===== src/rtl/lcd_arb_pkg.sv =====
// Shared encodings for the clplcd arbiter: FSM states, command sub-phases,
// one-hot command strobe codes and a couple of handy LCD byte constants.
package lcd_arb_pkg;

  typedef enum logic [2:0] {
    BOOT_I0  = 3'd0,
    BOOT_RST = 3'd1,
    BOOT_I1  = 3'd2,
    BOOT_CLR = 3'd3,
    IDLE     = 3'd4,
    ADDR     = 3'd5,
    DATA     = 3'd6,
    FIN      = 3'd7
  } state_e;

  typedef enum logic [1:0] {
    PH_NONE = 2'd0,
    PH_INIT = 2'd1,
    PH_GAP  = 2'd2,
    PH_HOLD = 2'd3
  } phase_e;

  // Strobe vector order is {datalcd, addrlcd, clearlcd, resetlcd}.
  localparam logic [3:0] CMD_NONE  = 4'b0000;
  localparam logic [3:0] CMD_RESET = 4'b0001;
  localparam logic [3:0] CMD_CLEAR = 4'b0010;
  localparam logic [3:0] CMD_ADDR  = 4'b0100;
  localparam logic [3:0] CMD_DATA  = 4'b1000;

  localparam logic [7:0] ASCII_SPACE = 8'h20;
  localparam logic [7:0] LCD_LINE2   = 8'h40;

  function automatic logic [3:0] cmd_of(input state_e s);
    case (s)
      BOOT_RST: return CMD_RESET;
      BOOT_CLR: return CMD_CLEAR;
      ADDR:     return CMD_ADDR;
      DATA:     return CMD_DATA;
      default:  return CMD_NONE;
    endcase
  endfunction

endpackage


===== src/rtl/lcd_arbiter_if.sv =====
// Requester and LCD-controller signals of the arbiter; master = arbiter side,
// slave = requesters plus controller.
interface lcd_arbiter_if #(
  parameter int NREQ = 2,
  parameter int LENW = 5
);
  logic [NREQ-1:0]      req;
  logic [8*NREQ-1:0]    reqaddr;
  logic [LENW*NREQ-1:0] reqlen;
  logic [8*NREQ-1:0]    reqchar;
  logic [NREQ-1:0]      charack;
  logic [NREQ-1:0]      done;
  logic [NREQ-1:0]      gnt;
  logic                 initlcd;
  logic                 resetlcd;
  logic                 clearlcd;
  logic                 addrlcd;
  logic                 datalcd;
  logic [7:0]           lcddatin;
  logic                 lcdreset;
  logic                 lcdclear;
  logic                 lcdaddr;
  logic                 lcddata;

  modport master (
    input  req, reqaddr, reqlen, reqchar, lcdreset, lcdclear, lcdaddr, lcddata,
    output charack, done, gnt, initlcd, resetlcd, clearlcd, addrlcd, datalcd, lcddatin
  );

  modport slave (
    output req, reqaddr, reqlen, reqchar, lcdreset, lcdclear, lcdaddr, lcddata,
    input  charack, done, gnt, initlcd, resetlcd, clearlcd, addrlcd, datalcd, lcddatin
  );
endinterface


===== src/rtl/lcd_rr_pick.sv =====
// Combinational round-robin picker: first set request at or above ptr, with wrap.
module lcd_rr_pick #(
  parameter int NREQ = 2,
  parameter int PW   = 1
) (
  input  logic [NREQ-1:0] req,
  input  logic [PW-1:0]   ptr,
  output logic [NREQ-1:0] onehot,
  output logic [PW-1:0]   idx,
  output logic            valid
);

  function automatic logic [PW-1:0] slot(input logic [PW-1:0] p, input int off);
    int s;
    s = int'(p) + off;
    if (s >= NREQ) begin
      s = s - NREQ;
    end else begin
      s = s;
    end
    return PW'(s);
  endfunction

  // Scan from the farthest slot back to ptr so the closest requester wins.
  always_comb begin
    idx   = '0;
    valid = 1'b0;
    for (int i = NREQ - 1; i >= 0; i--) begin
      idx   = req[slot(ptr, i)] ? slot(ptr, i) : idx;
      valid = valid | req[slot(ptr, i)];
    end
    onehot = valid ? (NREQ'(1'b1) << idx) : '0;
  end

endmodule


===== src/rtl/lcd_arbiter.sv =====
// Round-robin arbiter sharing one clplcd controller; runs LCD bring-up after reset.
// Optional ack timeout with sticky err is enabled by defining LCDARB_TIMEOUT_EN.
module lcd_arbiter
  import lcd_arb_pkg::*;
#(
  parameter int NREQ = 2,
  parameter int LENW = 5,
  parameter int TMO  = 4095
) (
  input  logic          CLK,
  input  logic          RSTN,
  lcd_arbiter_if.master bus,
  output logic          ready,
  output logic          err
);

  localparam int PW = (NREQ > 1) ? $clog2(NREQ) : 1;
  localparam int TW = $clog2(TMO + 1);
`ifdef LCDARB_TIMEOUT_EN
  localparam logic TMO_EN = 1'b1;
`else
  localparam logic TMO_EN = 1'b0;
`endif

  state_e          state_q, state_d;
  phase_e          ph_q, ph_d;
  logic [3:0]      cmd_q, cmd_d;
  logic            init_q, init_d;
  logic [7:0]      dat_q, dat_d;
  logic [NREQ-1:0] gnt_q, gnt_d, done_q, done_d, cack_q, cack_d;
  logic            ready_q, ready_d, err_q, err_d;
  logic [PW-1:0]   ptr_q, ptr_d, idx_q, idx_d;
  logic [7:0]      addr_q, addr_d;
  logic [LENW-1:0] len_q, len_d;
  logic [TW-1:0]   tmo_q, tmo_d;

  logic [NREQ-1:0] pick_oh_s;
  logic [PW-1:0]   pick_idx_s;
  logic            pick_vld_s;
  logic [3:0]      ack_s;
  logic            ack_hit_s, tmo_hit_s;

  lcd_rr_pick #(.NREQ(NREQ), .PW(PW)) u_pick (
    .req    (bus.req),
    .ptr    (ptr_q),
    .onehot (pick_oh_s),
    .idx    (pick_idx_s),
    .valid  (pick_vld_s)
  );

  // Acks only count while our own strobe is up; anything else is noise.
  assign ack_s     = {bus.lcddata, bus.lcdaddr, bus.lcdclear, bus.lcdreset};
  assign ack_hit_s = (ph_q == PH_HOLD) && ((cmd_q & ack_s) != 4'b0000);
  assign tmo_hit_s = TMO_EN && (ph_q == PH_HOLD) && !ack_hit_s && (tmo_q == TW'(TMO - 1));

  // Next-state: CMD sub-phase sequencing first, then FSM transitions override it.
  always_comb begin
    state_d = state_q;
    ph_d    = ph_q;
    cmd_d   = cmd_q;
    init_d  = 1'b0;
    dat_d   = dat_q;
    gnt_d   = gnt_q;
    done_d  = '0;
    cack_d  = '0;
    ready_d = ready_q;
    err_d   = err_q;
    ptr_d   = ptr_q;
    idx_d   = idx_q;
    addr_d  = addr_q;
    len_d   = len_q;
    tmo_d   = '0;

    case (ph_q)
      PH_INIT: ph_d = PH_GAP;
      PH_GAP: begin
        ph_d  = PH_HOLD;
        cmd_d = cmd_of(state_q);
        if (state_q == DATA) begin
          dat_d = bus.reqchar[8*idx_q +: 8];
        end else if (state_q == ADDR) begin
          dat_d = addr_q;
        end else begin
          dat_d = 8'h00;
        end
      end
      PH_HOLD: begin
        if (ack_hit_s || tmo_hit_s) begin
          cmd_d = CMD_NONE;
          ph_d  = PH_NONE;
          err_d = err_q | tmo_hit_s;
        end else begin
          tmo_d = tmo_q + TW'(1);
        end
      end
      default: ph_d = PH_NONE;
    endcase

    case (state_q)
      BOOT_I0, BOOT_I1: begin
        state_d = (state_q == BOOT_I0) ? BOOT_RST : BOOT_CLR;
        init_d  = 1'b1;
        ph_d    = PH_INIT;
      end
      BOOT_RST, BOOT_CLR: begin
        if (tmo_hit_s || (ack_hit_s && state_q == BOOT_CLR)) begin
          state_d = IDLE;
          ready_d = 1'b1;
        end else if (ack_hit_s) begin
          state_d = BOOT_I1;
        end else begin
          state_d = state_q;
        end
      end
      IDLE: begin
        if (pick_vld_s) begin
          state_d = ADDR;
          idx_d   = pick_idx_s;
          gnt_d   = pick_oh_s;
          addr_d  = bus.reqaddr[8*pick_idx_s +: 8];
          len_d   = bus.reqlen[LENW*pick_idx_s +: LENW];
          init_d  = 1'b1;
          ph_d    = PH_INIT;
        end else begin
          state_d = IDLE;
        end
      end
      ADDR: begin
        if (ack_hit_s && len_q != '0) begin
          state_d = DATA;
          init_d  = 1'b1;
          ph_d    = PH_INIT;
        end else if (ack_hit_s || tmo_hit_s) begin
          state_d = FIN;
        end else begin
          state_d = ADDR;
        end
      end
      DATA: begin
        if (ack_hit_s) begin
          cack_d = gnt_q;
          len_d  = len_q - LENW'(1);
          if (len_q > LENW'(1)) begin
            init_d = 1'b1;
            ph_d   = PH_INIT;
          end else begin
            state_d = FIN;
          end
        end else if (tmo_hit_s) begin
          state_d = FIN;
        end else begin
          state_d = DATA;
        end
      end
      FIN: begin
        done_d  = gnt_q;
        gnt_d   = '0;
        ptr_d   = (idx_q == PW'(NREQ - 1)) ? '0 : idx_q + PW'(1);
        state_d = IDLE;
      end
      default: state_d = BOOT_I0;
    endcase
  end

  // State and registered outputs; reset aborts any transaction without done.
  always_ff @(posedge CLK or negedge RSTN) begin
    if (!RSTN) begin
      state_q <= BOOT_I0;
      ph_q    <= PH_NONE;
      cmd_q   <= CMD_NONE;
      init_q  <= 1'b0;
      dat_q   <= 8'h00;
      gnt_q   <= '0;
      done_q  <= '0;
      cack_q  <= '0;
      ready_q <= 1'b0;
      err_q   <= 1'b0;
      ptr_q   <= '0;
      idx_q   <= '0;
      addr_q  <= 8'h00;
      len_q   <= '0;
      tmo_q   <= '0;
    end else begin
      state_q <= state_d;
      ph_q    <= ph_d;
      cmd_q   <= cmd_d;
      init_q  <= init_d;
      dat_q   <= dat_d;
      gnt_q   <= gnt_d;
      done_q  <= done_d;
      cack_q  <= cack_d;
      ready_q <= ready_d;
      err_q   <= err_d;
      ptr_q   <= ptr_d;
      idx_q   <= idx_d;
      addr_q  <= addr_d;
      len_q   <= len_d;
      tmo_q   <= tmo_d;
    end
  end

  assign bus.gnt      = gnt_q;
  assign bus.done     = done_q;
  assign bus.charack  = cack_q;
  assign bus.initlcd  = init_q;
  assign bus.resetlcd = cmd_q[0];
  assign bus.clearlcd = cmd_q[1];
  assign bus.addrlcd  = cmd_q[2];
  assign bus.datalcd  = cmd_q[3];
  assign bus.lcddatin = dat_q;
  assign ready        = ready_q;
  assign err          = err_q;

endmodule

===== src/flat_wrapper.sv =====
// flat-port wrapper written by rule: the top's interface ports become plain ports
module lcd_arbiter_flat import lcd_arb_pkg::*;
#(
  parameter int NREQ = 2,
  parameter int LENW = 5,
  parameter int TMO  = 4095
)
  (CLK, RSTN, ready, err, bus_req, bus_reqaddr, bus_reqlen, bus_reqchar, bus_lcdreset, bus_lcdclear, bus_lcdaddr, bus_lcddata, bus_charack, bus_done, bus_gnt, bus_initlcd, bus_resetlcd, bus_clearlcd, bus_addrlcd, bus_datalcd, bus_lcddatin);
  lcd_arbiter_if #(.NREQ(NREQ), .LENW(LENW)) bus_i ();
  input  logic CLK;
  input  logic RSTN;
  output logic ready;
  output logic err;
  input wire logic [$bits(bus_i.req)-1:0] bus_req;
  input wire logic [$bits(bus_i.reqaddr)-1:0] bus_reqaddr;
  input wire logic [$bits(bus_i.reqlen)-1:0] bus_reqlen;
  input wire logic [$bits(bus_i.reqchar)-1:0] bus_reqchar;
  input wire logic [$bits(bus_i.lcdreset)-1:0] bus_lcdreset;
  input wire logic [$bits(bus_i.lcdclear)-1:0] bus_lcdclear;
  input wire logic [$bits(bus_i.lcdaddr)-1:0] bus_lcdaddr;
  input wire logic [$bits(bus_i.lcddata)-1:0] bus_lcddata;
  output wire logic [$bits(bus_i.charack)-1:0] bus_charack;
  output wire logic [$bits(bus_i.done)-1:0] bus_done;
  output wire logic [$bits(bus_i.gnt)-1:0] bus_gnt;
  output wire logic [$bits(bus_i.initlcd)-1:0] bus_initlcd;
  output wire logic [$bits(bus_i.resetlcd)-1:0] bus_resetlcd;
  output wire logic [$bits(bus_i.clearlcd)-1:0] bus_clearlcd;
  output wire logic [$bits(bus_i.addrlcd)-1:0] bus_addrlcd;
  output wire logic [$bits(bus_i.datalcd)-1:0] bus_datalcd;
  output wire logic [$bits(bus_i.lcddatin)-1:0] bus_lcddatin;
  assign bus_i.req = bus_req;
  assign bus_i.reqaddr = bus_reqaddr;
  assign bus_i.reqlen = bus_reqlen;
  assign bus_i.reqchar = bus_reqchar;
  assign bus_i.lcdreset = bus_lcdreset;
  assign bus_i.lcdclear = bus_lcdclear;
  assign bus_i.lcdaddr = bus_lcdaddr;
  assign bus_i.lcddata = bus_lcddata;
  assign bus_charack = bus_i.charack;
  assign bus_done = bus_i.done;
  assign bus_gnt = bus_i.gnt;
  assign bus_initlcd = bus_i.initlcd;
  assign bus_resetlcd = bus_i.resetlcd;
  assign bus_clearlcd = bus_i.clearlcd;
  assign bus_addrlcd = bus_i.addrlcd;
  assign bus_datalcd = bus_i.datalcd;
  assign bus_lcddatin = bus_i.lcddatin;
  lcd_arbiter #(.NREQ(NREQ), .LENW(LENW), .TMO(TMO)) u_core (.CLK(CLK), .RSTN(RSTN), .bus(bus_i), .ready(ready), .err(err));
endmodule

===== config.mk =====
export PLATFORM = sky130hd
export DESIGN_NAME = lcd_arbiter_flat
export DESIGN_NICKNAME = d
export VERILOG_FILES = /design/src/rtl/lcd_arb_pkg.sv /design/src/rtl/lcd_arbiter_if.sv /design/src/rtl/lcd_rr_pick.sv /design/src/rtl/lcd_arbiter.sv /design/src/flat_wrapper.sv
export SDC_FILE = /design/constraint.sdc
export NUM_CORES = 1
export LEC_CHECK = 0
export CAP_MARGIN = 20
export CORE_MARGIN = 2
export CORE_UTILIZATION = 41
export CTS_CLUSTER_DIAMETER = 120
export DETAILED_ROUTE_END_ITERATION = 7
export GPL_TIMING_DRIVEN = 0
export PLACE_DENSITY_LB_ADDON = 0.25
export SYNTH_ARGS = -nofsm -noshare
export SYNTH_HDL_FRONTEND = slang
export SYNTH_SLANG_ARGS = --single-unit

===== constraint.sdc =====
create_clock -name CLK -period 1.6 [get_ports CLK]
set_clock_uncertainty 0.1 [all_clocks]
set_input_delay 0.32 -clock CLK [delete_from_list [all_inputs] [get_ports CLK]]
set_output_delay 0.32 -clock CLK [all_outputs]
set_load 0.03 [all_outputs]

==> results.sh <==
export IMPL_run_status="finished, violations left"
export IMPL_failed_checks="setup timing"
export IMPL_drv_slew=0
export IMPL_drt_antenna_violating_nets=0
export IMPL_vdd_ir_drop_worst_mv=0.691
export IMPL_achievable_frequency_ghz=0.623
export IMPL_critical_path_cell_chain="buf_6, nand3b_4, a211oi_4, o22ai_1, a32o_1"
export IMPL_maximum_number_of_pins_on_one_net_before_global_route_repair=41
export IMPL_cap_violations=0
export IMPL_timing_rr_start="u_core.state_q[0]$_DFFE_PN0P_"
export IMPL_worst_path_max_fanout=8
export IMPL_dr_total_vias=1999
export IMPL_syn_instance_count=226
export IMPL_drt_pass_1_iters=4
export IMPL_rows=26
export IMPL_gr_overflow_total=0
export IMPL_ctsHoldBuffers=0
export IMPL_wire_length_of_the_first_global_routing_pass_um=9470
export IMPL_final_net_count=363
export IMPL_place_gp_congestion=0.841
export IMPL_worst_pin_slew_ns=0.881
export IMPL_max_slew_margin_pct=41.2
export IMPL_critical_path_required_ns=1.68
export IMPL_share_clk_of_total_power_pct=13.8
export IMPL_postSynthRegisterBits=40
export IMPL_vias_per_cell=5.26
export IMPL_crit_path_end_kind="flip-flop"
export IMPL_final_layout_size_suffix_gt1_share_pct=14.8
export IMPL_syn_cell_area_um2=2170
export IMPL_power_density_nw_per_um2=1410
export IMPL_avgSynthCellArea_um2=9.58
export IMPL_dieWidth_um=76.7
export IMPL_cts_root_buf="sky130_fd_sc_hd__clkbuf_8"
export IMPL_p_comb_share_pct=49.8
export IMPL_global_route_usage_total_pct=19.9
export IMPL_reg2reg_to="u_core.len_q[3]$_DFFE_PN0P_"
export IMPL_holdCritPathClass="input port to asynchronous set/reset pin"
export IMPL_remaining_drc_errors=0
export IMPL_grt_setup_unrepaired="true"
export IMPL_slowest_delay_ns=0.40
export IMPL_cts_htree_levels=2
export IMPL_worst_ep_arrival_time_ns=1.68
export IMPL_cts_num_sinks=40
export IMPL_switching_power_summed_over_all_nets_uw=1870
export IMPL_routed_wl_um=5590
export IMPL_holdWs_ns=0.0453
export IMPL_core_area_um2=5110
export IMPL_area_delta_synth_final_pct=47.0
export IMPL_post_place_ws_ns=-0.503
export IMPL_pwr_share_seq_pct=36.4
export IMPL_timing_setup_tns_ns=-0.00473
export IMPL_detail_route_iter0_violations=131
export IMPL_synth_yosys_warnings=0
export IMPL_cellInternalPower_uw=2610
export IMPL_static_power_due_to_leakage_uw=0.00152
export IMPL_synth_nets=279
export IMPL_dp_hpwl_um=4040
export IMPL_clock_buffers_created_by_tritoncts=5
export IMPL_num_io_pins=71
export IMPL_grt_antenna_before_repair=0
export IMPL_setup_ws_ns=-0.00473
export IMPL_dieHeight_um=76.7
export IMPL_first_global_vias=1933
export IMPL_report_final_setup_viol=1
export IMPL_port_buffer_count=69
export IMPL_layout_worst_path_cycle_share_pct=100
export IMPL_worst_r2r_setup_slack_ns=-0.005
export IMPL_ys_types=50
export IMPL_floorplan_die_area_um2=5880
export IMPL_switching_share_pct=41.7
export IMPL_initial_core_util_pct=42.4
export IMPL_avgRoutedWirePerCell_um=14.7
export IMPL_reg2regPathDepth=5
export IMPL_cp_start_kind="flip-flop"
export IMPL_finished_layout_cells=380
export IMPL_dp_cells=365
export IMPL_critical_path_startpoint="u_core.state_q[0]$_DFFE_PN0P_"
export IMPL_cts_reportedPaths_clkPinSlew_ns=0.07
export IMPL_slowest_stage="sky130_fd_sc_hd__dfrtp_1"
export IMPL_seq_area_frac_synth_pct=46.2
export IMPL_number_of_hold_violations_in_the_final_report=0
export IMPL_cts_tree="done"
export IMPL_insertion_delay_ns=0.29
export IMPL_path_type_of_the_worst_setup_path="flip-flop to flip-flop"
export IMPL_antenna_cells=0
export IMPL_cts_buffer_depth=2
export IMPL_post_route_min_period_ns=1.60
-- worst max-delay path by stage --
stage                                        to  slack (ns)  cells past startpoint
floorplan           u_core.len_q[0]$_DFFE_PN0P_       0.005                      4
global placement    u_core.len_q[4]$_DFFE_PN0P_       -0.88                      1
detailed placement  u_core.len_q[1]$_DFFE_PN0P_       -0.50                      6
CTS                 u_core.len_q[4]$_DFFE_PN0P_       0.003                      5
global route        u_core.len_q[3]$_DFFE_PN0P_       -0.04                      5
finish              u_core.len_q[3]$_DFFE_PN0P_      -0.005                      5
-- critical path, delay by kind of cell, from the launching register on --
family | cells | cell delay [ns]
flops | 1 | 0.40
simple gates | 1 | 0.21
compound gates | 3 | 0.64
buf+inv | 1 | 0.14
-- routing by layer --
metal	vias to the layer above	share of wire (%)	track usage (%)
li1	974	-	-
met1	951	45	26.6
met2	68	50	33.2
met3	6	4.9	3.76
met4	0	0.79	5.45
met5	-	0	0
-- cells in the mapped netlist (all sizes together) --
library cell	n	share of area [%]
o22ai	4	1.2
nand4	1	0.29
a41oi	1	0.40
and3b	2	0.81
dfrtp	40	46
and3	1	0.29
a32o	1	0.46
a31oi	1	0.29
nor4b	1	0.40
buf	9	2.5
a21boi	2	0.69
mux2i	16	7.4
nand2b	5	1.4
a211oi	1	0.92
nand2	29	5.1
a22oi	3	1.5
o31ai	2	0.69
a311oi	1	0.40
a21oi	16	4.0
o21ai	23	5.3
conb	1	0.17
o32ai	3	1.2
nor2	21	3.8
o21bai	3	1.0
a22o	2	0.81
a31o	2	0.81
ha	3	1.7
nor3	4	0.92
inv	5	0.87
a211o	3	1.6
nand3b	4	2.0
nor2b	1	0.29
a2bb2oi	1	0.69
a21o	2	0.69
a32oi	1	0.40
and2b	1	0.35
and2	1	0.29
nand3	3	0.69
clkbuf	5	0.92
o2bb2ai	1	0.40
-- cells in the final DEF, fill, tap and decap left out, drive strengths merged, types with 4 or more instances in the layout --
cell type	synthesis	routed
clkdlybuf4s50	0	43
dfrtp	40	40
nand2	29	29
o21ai	23	23
dlygate4sd2	0	21
nor2	21	21
buf	9	17
mux2i	16	16
a21oi	16	16
clkbuf	5	12
inv	5	5
nand2b	5	5
dlymetal6s2s	0	4
nor3	4	4
nand3b	4	4
o22ai	4	4
-- flip-flops by register name, summed over array words and instances, names as in the netlist --
register / count
u_core.ready: 1
u_core.bus.lcddatin: 8
u_core.bus.done: 2
u_core.ptr_q: 1
u_core.state_q: 3
u_core.bus.charack: 2
u_core.ph_q: 2
u_core.bus.gnt: 2
u_core.bus.initlcd: 1
u_core.cmd_q: 4
u_core.idx_q: 1
u_core.len_q: 5
u_core.addr_q: 8
-- final cells by class --
type | count | area [um^2]
fill | 456 | 1920
tap | 70 | 87.6
buffer | 13 | 100
clock inverter | 1 | 5.00
sequential | 40 | 1000
multi-input combinational | 167 | 1140
timing repair buffer | 78 | 762
clock buffer | 6 | 72.6
inverter | 5 | 18.8
-- timing repair --
item,CTS,global route
cloned,1,0
setup buffers,2,6
resized for setup,35,15
pin swaps,4,10
setup endpoints to repair,37,21
-- logic make-up after synthesis --
group,share of synthesized area [%]
and+or+nand+nor,16.6
AOI/OAI and AO/OA,23.6
DFF,46.2
buffers and inverters,4.27
muxes,7.39
adders and majority gates,1.73
other,0.173
-- through the flow --
step | area (um^2) | util [%] | power (uW)
floorplan | 2170 | - | 3020
global placement | 2940 | 57.6 | 3690
detailed placement | 2940 | 57.5 | 3730
CTS | 3070 | 60.1 | 4340
global route | 3180 | 62.3 | 4810
finish | 3180 | 62.3 | 4480
-- power groups by stage --
stage / sequential (uW) / clock [uW] / combinational (uW)
after floorplan: 1790 / 0 / 1230
after global placement: 1630 / 0 / 2050
after detailed placement: 1640 / 0 / 2090
after CTS: 1620 / 635 / 2080
after global routing: 1680 / 683 / 2450
final: 1630 / 616 / 2230
(Power assumes the default switching activity.)
